--- src/rtl/countdown9999_if.sv ---
// countdown9999_if: control/preset/display bundle for the four-digit BCD
// down-counter.
//   master side (driver): load, start, stop, d0..d3
//   slave side (counter): s0..s3, z0..z3, busy, zero, done, state (debug)
// Handshake: there is no valid/ready pair; control inputs are level-sampled
// on every falling clock edge, and every output is valid at all times
// (registered, or combinational from registers).
interface countdown9999_if;
  logic       load;
  logic       start;
  logic       stop;
  logic [3:0] d0, d1, d2, d3;
  logic [3:0] s0, s1, s2, s3;
  logic [6:0] z0, z1, z2, z3;
  logic       busy;
  logic       zero;
  logic       done;
  logic [1:0] state;

  modport master (
    output load, start, stop, d0, d1, d2, d3,
    input  s0, s1, s2, s3, z0, z1, z2, z3, busy, zero, done, state
  );

  modport slave (
    input  load, start, stop, d0, d1, d2, d3,
    output s0, s1, s2, s3, z0, z1, z2, z3, busy, zero, done, state
  );
endinterface

--- src/rtl/countdown9999.sv ---
// print_7: BCD digit to 7-segment code, active-high, bit order {g,f,e,d,c,b,a}.
//   bcd_i : BCD digit (values above 9 blank the display)
//   seg_o : segment code
module print_7 (
  input  logic [3:0] bcd_i,
  output logic [6:0] seg_o
);
  always_comb begin
    seg_o = 7'h00;
    case (bcd_i)
      4'd0: seg_o = 7'h3F;
      4'd1: seg_o = 7'h06;
      4'd2: seg_o = 7'h5B;
      4'd3: seg_o = 7'h4F;
      4'd4: seg_o = 7'h66;
      4'd5: seg_o = 7'h6D;
      4'd6: seg_o = 7'h7D;
      4'd7: seg_o = 7'h07;
      4'd8: seg_o = 7'h7F;
      4'd9: seg_o = 7'h6F;
      default: seg_o = 7'h00;
    endcase
  end
endmodule

// countdown9999: four-digit BCD down-counter with preset load, start/stop
// and expiry detection. All state changes on the falling edge of clk.
//   clk  : clock (falling edge active)
//   rst  : asynchronous active-high reset
//   bus  : countdown9999_if.slave (controls, presets, digits, segments,
//          busy/zero/done, debug state)
// WRAP = 0 stops at 0000 and expires; WRAP = 1 wraps 0000 -> 9999.
module countdown9999 #(
  parameter bit WRAP = 1'b0
) (
  input  logic            clk,
  input  logic            rst,
  countdown9999_if.slave  bus
);

  typedef enum logic [1:0] {
    IDLE    = 2'd0,
    RUN     = 2'd1,
    EXPIRED = 2'd2
  } state_t;

  state_t     state_q, state_d;
  logic [3:0] dig_q [4];
  logic [3:0] dig_d [4];
  logic [3:0] dec   [4];
  logic [3:0] pre   [4];
  logic       done_q, done_d;
  logic       borrow;
  logic       is_zero;
  logic       dec_zero;

  function automatic logic [3:0] clamp9(input logic [3:0] v);
    return (v > 4'd9) ? 4'd9 : v;
  endfunction

  always_comb begin
    pre[0] = clamp9(bus.d0);
    pre[1] = clamp9(bus.d1);
    pre[2] = clamp9(bus.d2);
    pre[3] = clamp9(bus.d3);
  end

  // BCD decrement: a zero digit becomes 9 and passes the borrow upward.
  // 0000 naturally produces 9999, which only RUN with WRAP=1 can reach.
  always_comb begin
    borrow = 1'b1;
    for (int i = 0; i < 4; i++) begin
      dec[i] = dig_q[i];
      if (borrow) begin
        if (dig_q[i] == 4'd0) begin
          dec[i] = 4'd9;
        end else begin
          dec[i] = dig_q[i] - 4'd1;
          borrow = 1'b0;
        end
      end
    end
  end

  assign is_zero  = (dig_q[0] == 4'd0) && (dig_q[1] == 4'd0) &&
                    (dig_q[2] == 4'd0) && (dig_q[3] == 4'd0);
  assign dec_zero = (dec[0] == 4'd0) && (dec[1] == 4'd0) &&
                    (dec[2] == 4'd0) && (dec[3] == 4'd0);

  // Next-state: load beats stop beats start.
  always_comb begin
    state_d = state_q;
    done_d  = 1'b0;
    for (int i = 0; i < 4; i++) dig_d[i] = dig_q[i];

    if (bus.load) begin
      state_d = IDLE;
      for (int i = 0; i < 4; i++) dig_d[i] = pre[i];
    end else begin
      case (state_q)
        IDLE: begin
          if (bus.start && (!is_zero || WRAP)) state_d = RUN;
        end
        RUN: begin
          if (bus.stop) begin
            state_d = IDLE;
          end else begin
            for (int i = 0; i < 4; i++) dig_d[i] = dec[i];
            if (dec_zero) begin
              done_d = 1'b1;
              if (!WRAP) state_d = EXPIRED;
            end
          end
        end
        EXPIRED: begin
          state_d = EXPIRED;
        end
        default: begin
          state_d = IDLE;
        end
      endcase
    end
  end

  always_ff @(negedge clk or posedge rst) begin
    if (rst) begin
      state_q <= IDLE;
      done_q  <= 1'b0;
      for (int i = 0; i < 4; i++) dig_q[i] <= 4'd0;
    end else begin
      state_q <= state_d;
      done_q  <= done_d;
      for (int i = 0; i < 4; i++) dig_q[i] <= dig_d[i];
    end
  end

  assign bus.s0    = dig_q[0];
  assign bus.s1    = dig_q[1];
  assign bus.s2    = dig_q[2];
  assign bus.s3    = dig_q[3];
  assign bus.busy  = (state_q == RUN);
  assign bus.zero  = is_zero;
  assign bus.done  = done_q;
  assign bus.state = state_q;

  print_7 u_seg0 (.bcd_i(dig_q[0]), .seg_o(bus.z0));
  print_7 u_seg1 (.bcd_i(dig_q[1]), .seg_o(bus.z1));
  print_7 u_seg2 (.bcd_i(dig_q[2]), .seg_o(bus.z2));
  print_7 u_seg3 (.bcd_i(dig_q[3]), .seg_o(bus.z3));

endmodule
--- src/flat_wrapper.sv ---
// flat-port wrapper written by rule: the top's interface ports become plain ports
module countdown9999_flat 
#(
  parameter bit WRAP = 1'b0
)
  (clk, rst, bus_load, bus_start, bus_stop, bus_d0, bus_d1, bus_d2, bus_d3, bus_s0, bus_s1, bus_s2, bus_s3, bus_z0, bus_z1, bus_z2, bus_z3, bus_busy, bus_zero, bus_done, bus_state);
  countdown9999_if bus_i ();
  input  logic clk;
  input  logic rst;
  input wire logic [$bits(bus_i.load)-1:0] bus_load;
  input wire logic [$bits(bus_i.start)-1:0] bus_start;
  input wire logic [$bits(bus_i.stop)-1:0] bus_stop;
  input wire logic [$bits(bus_i.d0)-1:0] bus_d0;
  input wire logic [$bits(bus_i.d1)-1:0] bus_d1;
  input wire logic [$bits(bus_i.d2)-1:0] bus_d2;
  input wire logic [$bits(bus_i.d3)-1:0] bus_d3;
  output wire logic [$bits(bus_i.s0)-1:0] bus_s0;
  output wire logic [$bits(bus_i.s1)-1:0] bus_s1;
  output wire logic [$bits(bus_i.s2)-1:0] bus_s2;
  output wire logic [$bits(bus_i.s3)-1:0] bus_s3;
  output wire logic [$bits(bus_i.z0)-1:0] bus_z0;
  output wire logic [$bits(bus_i.z1)-1:0] bus_z1;
  output wire logic [$bits(bus_i.z2)-1:0] bus_z2;
  output wire logic [$bits(bus_i.z3)-1:0] bus_z3;
  output wire logic [$bits(bus_i.busy)-1:0] bus_busy;
  output wire logic [$bits(bus_i.zero)-1:0] bus_zero;
  output wire logic [$bits(bus_i.done)-1:0] bus_done;
  output wire logic [$bits(bus_i.state)-1:0] bus_state;
  assign bus_i.load = bus_load;
  assign bus_i.start = bus_start;
  assign bus_i.stop = bus_stop;
  assign bus_i.d0 = bus_d0;
  assign bus_i.d1 = bus_d1;
  assign bus_i.d2 = bus_d2;
  assign bus_i.d3 = bus_d3;
  assign bus_s0 = bus_i.s0;
  assign bus_s1 = bus_i.s1;
  assign bus_s2 = bus_i.s2;
  assign bus_s3 = bus_i.s3;
  assign bus_z0 = bus_i.z0;
  assign bus_z1 = bus_i.z1;
  assign bus_z2 = bus_i.z2;
  assign bus_z3 = bus_i.z3;
  assign bus_busy = bus_i.busy;
  assign bus_zero = bus_i.zero;
  assign bus_done = bus_i.done;
  assign bus_state = bus_i.state;
  countdown9999 #(.WRAP(WRAP)) u_core (.clk(clk), .rst(rst), .bus(bus_i));
endmodule
--- config.mk ---
export PLATFORM = sky130hd
export DESIGN_NAME = countdown9999_flat
export DESIGN_NICKNAME = d
export VERILOG_FILES = /design/src/rtl/countdown9999_if.sv /design/src/rtl/countdown9999.sv /design/src/flat_wrapper.sv
export SDC_FILE = /design/constraint.sdc
export NUM_CORES = 1
export LEC_CHECK = 0
export BUFFER_PORTS_ARGS = -buffer_cell sky130_fd_sc_hd__buf_2
export CAP_MARGIN = 15
export CORE_ASPECT_RATIO = 0.6
export CORE_MARGIN = 5
export CORE_UTILIZATION = 35
export CTS_CLUSTER_SIZE = 16
export DETAILED_ROUTE_END_ITERATION = 12
export GPL_TIMING_DRIVEN = 0
export PLACE_DENSITY = 0.59
export SETUP_SLACK_MARGIN = 0.02
export SLEW_MARGIN = 20
export SYNTH_ARGS = -nofsm -noshare
export SYNTH_HDL_FRONTEND = slang
export SYNTH_SLANG_ARGS = --single-unit
--- constraint.sdc ---
create_clock -name clk -period 6.2 [get_ports clk]
set_input_delay 0.31 -clock clk [delete_from_list [all_inputs] [get_ports clk]]
set_output_delay 0.31 -clock clk [all_outputs]
set_load 0.01 [all_outputs]
## Yosys cells after proc, flatten, opt, wreduce, memory -nomap -nowiden

Memory sizes are Yosys's and may differ from the RTL's.
Index checks and enable logic that the tools add are counted.
W data, S select, Z words.

- $add $sub $neg: 4
- $lt $le $gt $ge: 4
- Equality and inequality tests: 5
- Multiplexer cells: 28
- Reduce and logical (&&, ||, !) cells: 20

Operators by type and width:

| cell | number |
|---|---|
| $mux W16 | 3 |
| $mux W4 | 11 |
| $logic_not A4 Y1 | 8 |
| $gt A4 B4 Y1 const B | 4 |
| $sub A4 B1 Y4 const B | 4 |
| $mux W1 | 9 |
| $mux W2 | 4 |
| $logic_and A1 B1 Y1 | 7 |
| $pmux W2 S3 | 1 |
| $ne A4 B3 Y1 const B | 1 |
| $reduce_and A2 Y1 | 2 |
| $ne A3 B2 Y1 const B | 1 |
| $eq A2 B1 Y1 const B | 1 |
| $eq A2 B2 Y1 const B | 1 |
| $logic_not A2 Y1 | 1 |
| $ne A2 B2 Y1 const B | 1 |
| $reduce_bool A2 Y1 | 1 |
| $logic_not A1 Y1 | 1 |

- Flip-flop bits (word level): 19
- ROM bits: 448
- Input port bits: 21
- Output and inout port bits: 49
- Logic and storage cells: 71
- Memories kept: 4

Memories:

| memory | words | width | rd ports | clocked after memory_dff | write ports | line | RTL |
|---|---|---|---|---|---|---|---|
| (no name shown) | 16 | 7 | 1 | 0 | 0 | countdown9999.sv:10 | `case (bcd_i)` |
| (no name shown) | 16 | 7 | 1 | 0 | 0 | countdown9999.sv:10 |  |
| (no name shown) | 16 | 7 | 1 | 0 | 0 | countdown9999.sv:10 |  |
| (no name shown) | 16 | 7 | 1 | 0 | 0 | countdown9999.sv:10 |  |

## Logic depth before layout (Yosys ltp)

Gate-level depths: netlist of the first run.

- Word-level depth: 11
- Mapped depth: 8
- Mapped depth without buffers: 7

## Hierarchy

From an unflattened synthesis of the first run, not the netlist that was laid out.

- Cell total of the unflattened synthesis: 245
- Area total of the unflattened synthesis: 2,005.7 µm²

By module, submodules not included:

| module | instances | cells an instance | area each (µm²) | seq. area each (µm²) |
|---|---|---|---|---|
| countdown9999 | 1 | 135 | 1,147.4 | 475.5 |
| print_7 (u_core.u_seg0 ...) | 3 | 28 | 219.0 | 0.0 |
| print_7 (u_core.u_seg3) | 1 | 26 | 201.4 | 0.0 |

==> results of run 1 <==
==> routing by layer <==
layer,share of wire [%],track usage [%]
met1,52,25.6
met3,7.2,3.44
met2,40,23.1
met5,0,0
met4,0.56,1.82
==> state kept, by name (all words and copies together), names as in the netlist <==
register / cells
u_core.bus.done: 1
u_core.bus.s3: 4
u_core.bus.s2: 4
u_core.bus.state: 2
u_core.bus.s1: 4
u_core.bus.s0: 4
==> power groups by stage <==
stage	combinational (W)	sequential [W]	clock (W)
floorplan	0.000153	0.000158	0
global placement	0.000240	0.000157	0
detailed placement	0.000243	0.000156	0
CTS	0.000244	0.000154	0.0000925
global route	0.000273	0.000157	0.0000988
finish	0.000243	0.000155	0.0000900
==> how the worst min path moves through the flow <==
stage / start / endpoint / depth (start not counted)
6_report: u_core.bus.state[1] / u_core.bus.state[1] / 2
5_1_grt: u_core.bus.state[1] / u_core.bus.state[1] / 2
4_1_cts: u_core.bus.state[1] / u_core.bus.state[1] / 2
3_5_place_dp: u_core.bus.state[1] / u_core.bus.state[1] / 2
3_3_place_gp: u_core.bus.state[1] / u_core.bus.state[1] / 2
2_1_floorplan: u_core.bus.state[1] / u_core.bus.state[1] / 2
==> metrics by stage <==
stage | utilization [%] | area, sq um | setup slack (ps) | power (W) | instances
2_1_floorplan | - | 2060 | 1240 | 0.000310 | 264
3_3_place_gp | 44.2 | 2500 | 1020 | 0.000397 | 412
6_report | 45.0 | 2540 | 672 | 0.000488 | 416
5_1_grt | 45.0 | 2540 | 520 | 0.000529 | 416
3_5_place_dp | 44.2 | 2500 | 1000 | 0.000399 | 412
4_1_cts | 45.0 | 2540 | 702 | 0.000491 | 416
==> Yosys cell counts (2+ instances only) <==
library cell / n
inv_1: 20
buf_2: 2
o2111a_1: 2
nand3_1: 5
o22ai_1: 8
nor3b_2: 3
nand2_1: 30
or3b_2: 2
a21oi_1: 21
mux2i_1: 5
or3_1: 2
ha_1: 25
nand4_1: 2
nand3b_1: 2
nor2_1: 15
nand2b_1: 4
a21o_1: 4
dfrtn_1: 19
nor3_1: 12
o21a_1: 4
clkbuf_1: 4
o21ai_0: 41
xnor2_1: 3
buf_6: 3
==> layout make-up <==
type	count	area, sq um
sequential	19	475
tap	80	100
fill	629	3110
multi-input combinational	213	1420
timing repair buffer	68	340
buffer	12	83.8
inverter	20	75.1
clock buffer	4	45.0
==> kinds of logic after synthesis <==
| group | after synthesis |
|---|---|
| xor gates and xnor gates | 3 |
| and+or+nand+nor | 86 |
| muxes | 7 |
| DFF | 19 |
| adders and majority gates | 25 |
| AOI/OAI and AO/OA | 92 |
| buffers and inverters | 32 |
==> critical path: cells and delay by family, from the launching register on <==
family	cells	cell delay, ps
adder cells (fa/ha/maj)	1	320
buffers and inverters	2	330
flip-flops	1	450
AND/OR/NAND/NOR	3	750
==> results.md, run 1 <==
* RSZ-0062 raised after global routing: false
* Asr flop ratio synth at 100%
* Crit path cell chain: inv_1 > ha_1 > nor3b_2 > nand3_2 > nor2_1 > buf_2
* 1st-iter DRT viols at 96
* Largest net degree at the start of global routing at 20
* CTS Buf Count at 3
* Vias in the first global route at 2075
* WHS at 579 ps
* Total negative slack at 0 ps
* Kind of critical path: reg -> out
* Worst-margin pin slew at 778 ps
* Largest family of logic cells by synthesized area: compound AO/OA/AOI/OAI gates
* NetSw at 0.000205 W
* Synth Area in Simple Gates at 22.7%
* Starting Density at 36.4%
* XOR/XNOR Fraction of Synth Area at 1.28%
* CP Launch Type: flop
* R2R Path Start: u_core.bus.s0[1]
* Clk root buf: clkbuf_8
* N_diodes at 0
* GRT Residual Overflow at 0
* Nets at 383
* Fraction of layout instances using a drive strength above 1 at 27.1%
* Synth top area cells: dfrtn_1 23%, ha_1 15%, o21ai_0 10%
* Clk pin slew, worst setup/hold paths at 50 ps
* Post-synthesis cell count at 264
* Critical path endpoint category: primary output
* Status: completed
* Synth Warn # at 0
* Detail Placement HPWL at 4750 microns
* Cts hold-fix bufs at 0
* Crit path to: bus_zero
* Compound-gate portion of the synthesized area at 26.3%
* CP max stage delay at 450 ps
* Combinational fraction of design power at 49.8%
* Commonest non-fill, non-tap cell in the layout: buf_2
* ANT nets after route at 0
* Clk pwr share at 18.5%
* Max Cap Viol at 0
* Die area at 7560 sq um
* Flop-to-flop setup slack at 3340 ps
* Setup Viol. Count Final at 0
* CTS resizes at 0
* Via count at 2181
* Number of remaining DRC errors at 0
* Clk buf depth at 2
* Avg Synthesized Cell Area at 7.80 sq um
* Initial antenna violation count at 0
* Arr. time, crit path at 5220 ps
* Most frequent cells in the layout: 70 x buf_2, 41 x o21ai_0, 30 x nand2_1
* Final Skew at 1.56 ps
* CTS tree: built
* Die width at 109 microns
* Number of flops mapped to enable cells by yosys at 0
* Global-route wire length before repair at 10200 microns
* Total track usage at 16.3%
* Synth Cell Area at 2060 sq um
* Reg2Reg Depth at 7
* Most used DFF post-synth: dfrtn_1
* Yosys reg bits at 19
* GPL Wtd Cong at 0.881
* DR vias/cell at 5.24
* Sw Ratio at 42.0%
* Max-slew violations at 0
* Num rows at 21
* Adder-cell share of the synthesized area at 15.2%
* Power Density at 192 nW/um^2
* Core area at 5650 sq um
* TritonRoute pass-1 iters at 4
* Internal power at 0.000283 W
* # port buffers at 68
* Post-synthesis mux area share at 3.71%
* Sequential area share after synthesis at 23.1%
* Origin of the worst setup path: u_core.bus.s0[1]
* Worst min-delay path class: reg -> reg
* Peak VDD IR at 0.0000720 V
* Final hold violation count at 0
* Area delta synth->final at 23.6%
* Wire length per cell at 14.7 microns
* # Post-CTS Setup Buffers at 0
* Area leader, netlist: dfrtn_1
* Clock latency at the later pin of the worst-skew pair at 270 ps
* Max FO, Critical Path at 8
* Detailed Route WL at 6100 microns
* CP required at 5890 ps
* H-Tree Depth at 1
* Post-synth top area share at 23.1%
* Leak Pwr at 1.26 nW
* Post-Syn Nets at 310
* R2r endpoint: u_core.bus.state[0]
* # IOs at 70
* Die H at 69.4 microns
* Seq pwr share at 31.7%
* Netlist cell types at 50
* CTS Sinks at 19
* Crit path max-delay cell type: dfrtn_1
* Worst relative slew slack at 48.1%
No activity file was read; power rests on OpenSTA's default activity.
==> run 2: changes to the inputs <==
--- a/config.mk
+++ b/config.mk
@@ -13,7 +13,7 @@
 export CTS_CLUSTER_SIZE = 16
 export DETAILED_ROUTE_END_ITERATION = 12
 export GPL_TIMING_DRIVEN = 0
-export PLACE_DENSITY = 0.59
+export PLACE_DENSITY = 0.66
 export SETUP_SLACK_MARGIN = 0.02
 export SLEW_MARGIN = 20
 export SYNTH_ARGS = -nofsm -noshare
==> results.md, run 2 (same netlist as run 1, synthesis figures left out) <==
* Status: completed
* Critical path endpoint category: primary output
* H-Tree Depth at 1 (unchanged)
* Most frequent cells in the layout: 70 x buf_2, 41 x o21ai_0, 30 x nand2_1
* # Post-CTS Setup Buffers at 0 (unchanged)
* Clock latency at the later pin of the worst-skew pair at 270 ps (about the same)
* Worst relative slew slack at 50.7% (+2.6 points)
* Total negative slack at 0 ps (unchanged)
* CTS Sinks at 19 (unchanged)
* Die H at 69.4 microns (unchanged)
* TritonRoute pass-1 iters at 4 (unchanged)
* Area delta synth->final at 23.6% (unchanged)
* Fillers at 582 (-7.5%)
* DR vias/cell at 5.24 (unchanged)
* Kind of critical path: reg -> out
* Flop-to-flop setup slack at 3380 ps (+40 ps)
* Detailed Route WL at 5900 microns (-3.3%)
* Initial antenna violation count at 0 (unchanged)
* GRT Residual Overflow at 0 (unchanged)
* Peak VDD IR at 0.0000735 V (+2.1%)
* Core area at 5650 sq um (unchanged)
* Arr. time, crit path at 5190 ps (-30 ps)
* Vias in the first global route at 2069 (-0.29%)
* Setup Viol. Count Final at 0 (unchanged)
* Largest net degree at the start of global routing at 20 (unchanged)
* Power Density at 191 nW/um^2 (-0.59%)
* Commonest non-fill, non-tap cell in the layout: buf_2
* Via count at 2181 (unchanged)
* GPL Wtd Cong at 0.861 (-2.3%)
* Area of the multi-input gates at 1420 sq um (unchanged)
* RSZ-0062 raised after global routing: false
* CTS resizes at 0 (unchanged)
* Clk buf depth at 2 (unchanged)
* Fraction of layout instances using a drive strength above 1 at 27.1% (unchanged)
* Final hold violation count at 0 (unchanged)
* Die area at 7560 sq um (unchanged)
* Pre-CTS WS at 995 ps (-4.54 ps)
* Final Skew at 5.96 ps (+4.40 ps)
* Num rows at 21 (unchanged)
* N_diodes at 0 (unchanged)
* Worst min-delay path class: reg -> reg
* Leak Pwr at 1.26 nW (unchanged)
* Total track usage at 16.3% (about the same)
* 1st-iter DRT viols at 118 (+23%)
* # IOs at 70 (unchanged)
* CP required at 5890 ps (about the same)
* Number of remaining DRC errors at 0 (unchanged)
* FF/Latch Area at 475 sq um (unchanged)
* PnR worst setup slack at 705 ps (+32.7 ps)
* Max-slew violations at 0 (unchanged)
* ANT nets after route at 0 (unchanged)
* Cts hold-fix bufs at 0 (unchanged)
* Clk root buf: clkbuf_8
* CP Launch Type: flop
* CTS Buf Count at 3 (unchanged)
* Starting Density at 36.4% (unchanged)
* Max FO, Critical Path at 10 (+2)
* # port buffers at 68 (unchanged)
* Worst-margin pin slew at 739 ps (-38.7 ps)
* CTS tree: built
* Clk pin slew, worst setup/hold paths at 50 ps (about the same)
* Detail Placement HPWL at 4710 microns (-0.80%)
* Die width at 109 microns (unchanged)
* Global-route wire length before repair at 10300 microns (+0.88%)
* Wire length per cell at 14.2 microns (-3.3%)
* Nets at 383 (unchanged)
* Max Cap Viol at 0 (unchanged)
## run 2: final timing paths
kind / start / to / depth (start not counted)
worst max-delay path: u_core.bus.s1[1] / bus_zero / 6
min in group asynchronous: rst / u_core.bus.s2[2] / 2
worst min-delay path: u_core.bus.state[1] / u_core.bus.state[1] / 2
worst max register to register: u_core.bus.s1[1] / u_core.bus.state[0] / 7
max in group asynchronous: rst / u_core.bus.s3[2] / 2
worst min register to register: u_core.bus.state[1] / u_core.bus.state[1] / 2
## run 2: routing by layer
| metal | vias to the layer above | part of all wire [%] | wire length (microns) | global-route usage (%) |
|---|---|---|---|---|
| li1 | 1089 | - | - | - |
| met1 | 1008 | 52 | 3090 | 26.4 |
| met2 | 80 | 39 | 2320 | 22.0 |
| met3 | 4 | 7.6 | 451 | 3.26 |
| met4 | 0 | 0.58 | 34 | 2.24 |
| met5 | - | 0 | 0 | 0 |
## run 2: per-stage QoR
stage / hold WS, ps / area [sq um] / util (%) / cells / total power (W)
after floorplan: 540 / 2060 / - / 264 / 0.000310
after global placement: 540 / 2500 / 44.2 / 412 / 0.000395
after detailed placement: 544 / 2500 / 44.2 / 412 / 0.000398
after CTS: 547 / 2540 / 45.0 / 416 / 0.000488
after global routing: 605 / 2540 / 45.0 / 416 / 0.000529
final: 551 / 2540 / 45.0 / 416 / 0.000485
## run 2: final cells by class
cell class,count,share of cell area [%]
flip-flops and latches,19,18.7
well taps,80,3.94
clock buffers,4,1.77
plain buffers,12,3.30
multi-input cells,213,56.0
repair buffers,68,13.4
inverters,20,2.95
## run 2: report_power, final
| group | total [W] | internal [W] | switching [W] |
|---|---|---|---|
| clock | 0.0000885 | 0.0000457 | 0.0000427 |
| combinational | 0.000241 | 0.000101 | 0.000140 |
| sequential | 0.000155 | 0.000136 | 0.0000191 |
## run 2: critical path, stage by stage (launching register included)
cell     delay, ps
dfrtn_1        470
inv_1          200
ha_1           280
nor3b_4        390
nand3_2        180
nor2_1         140
buf_2          140
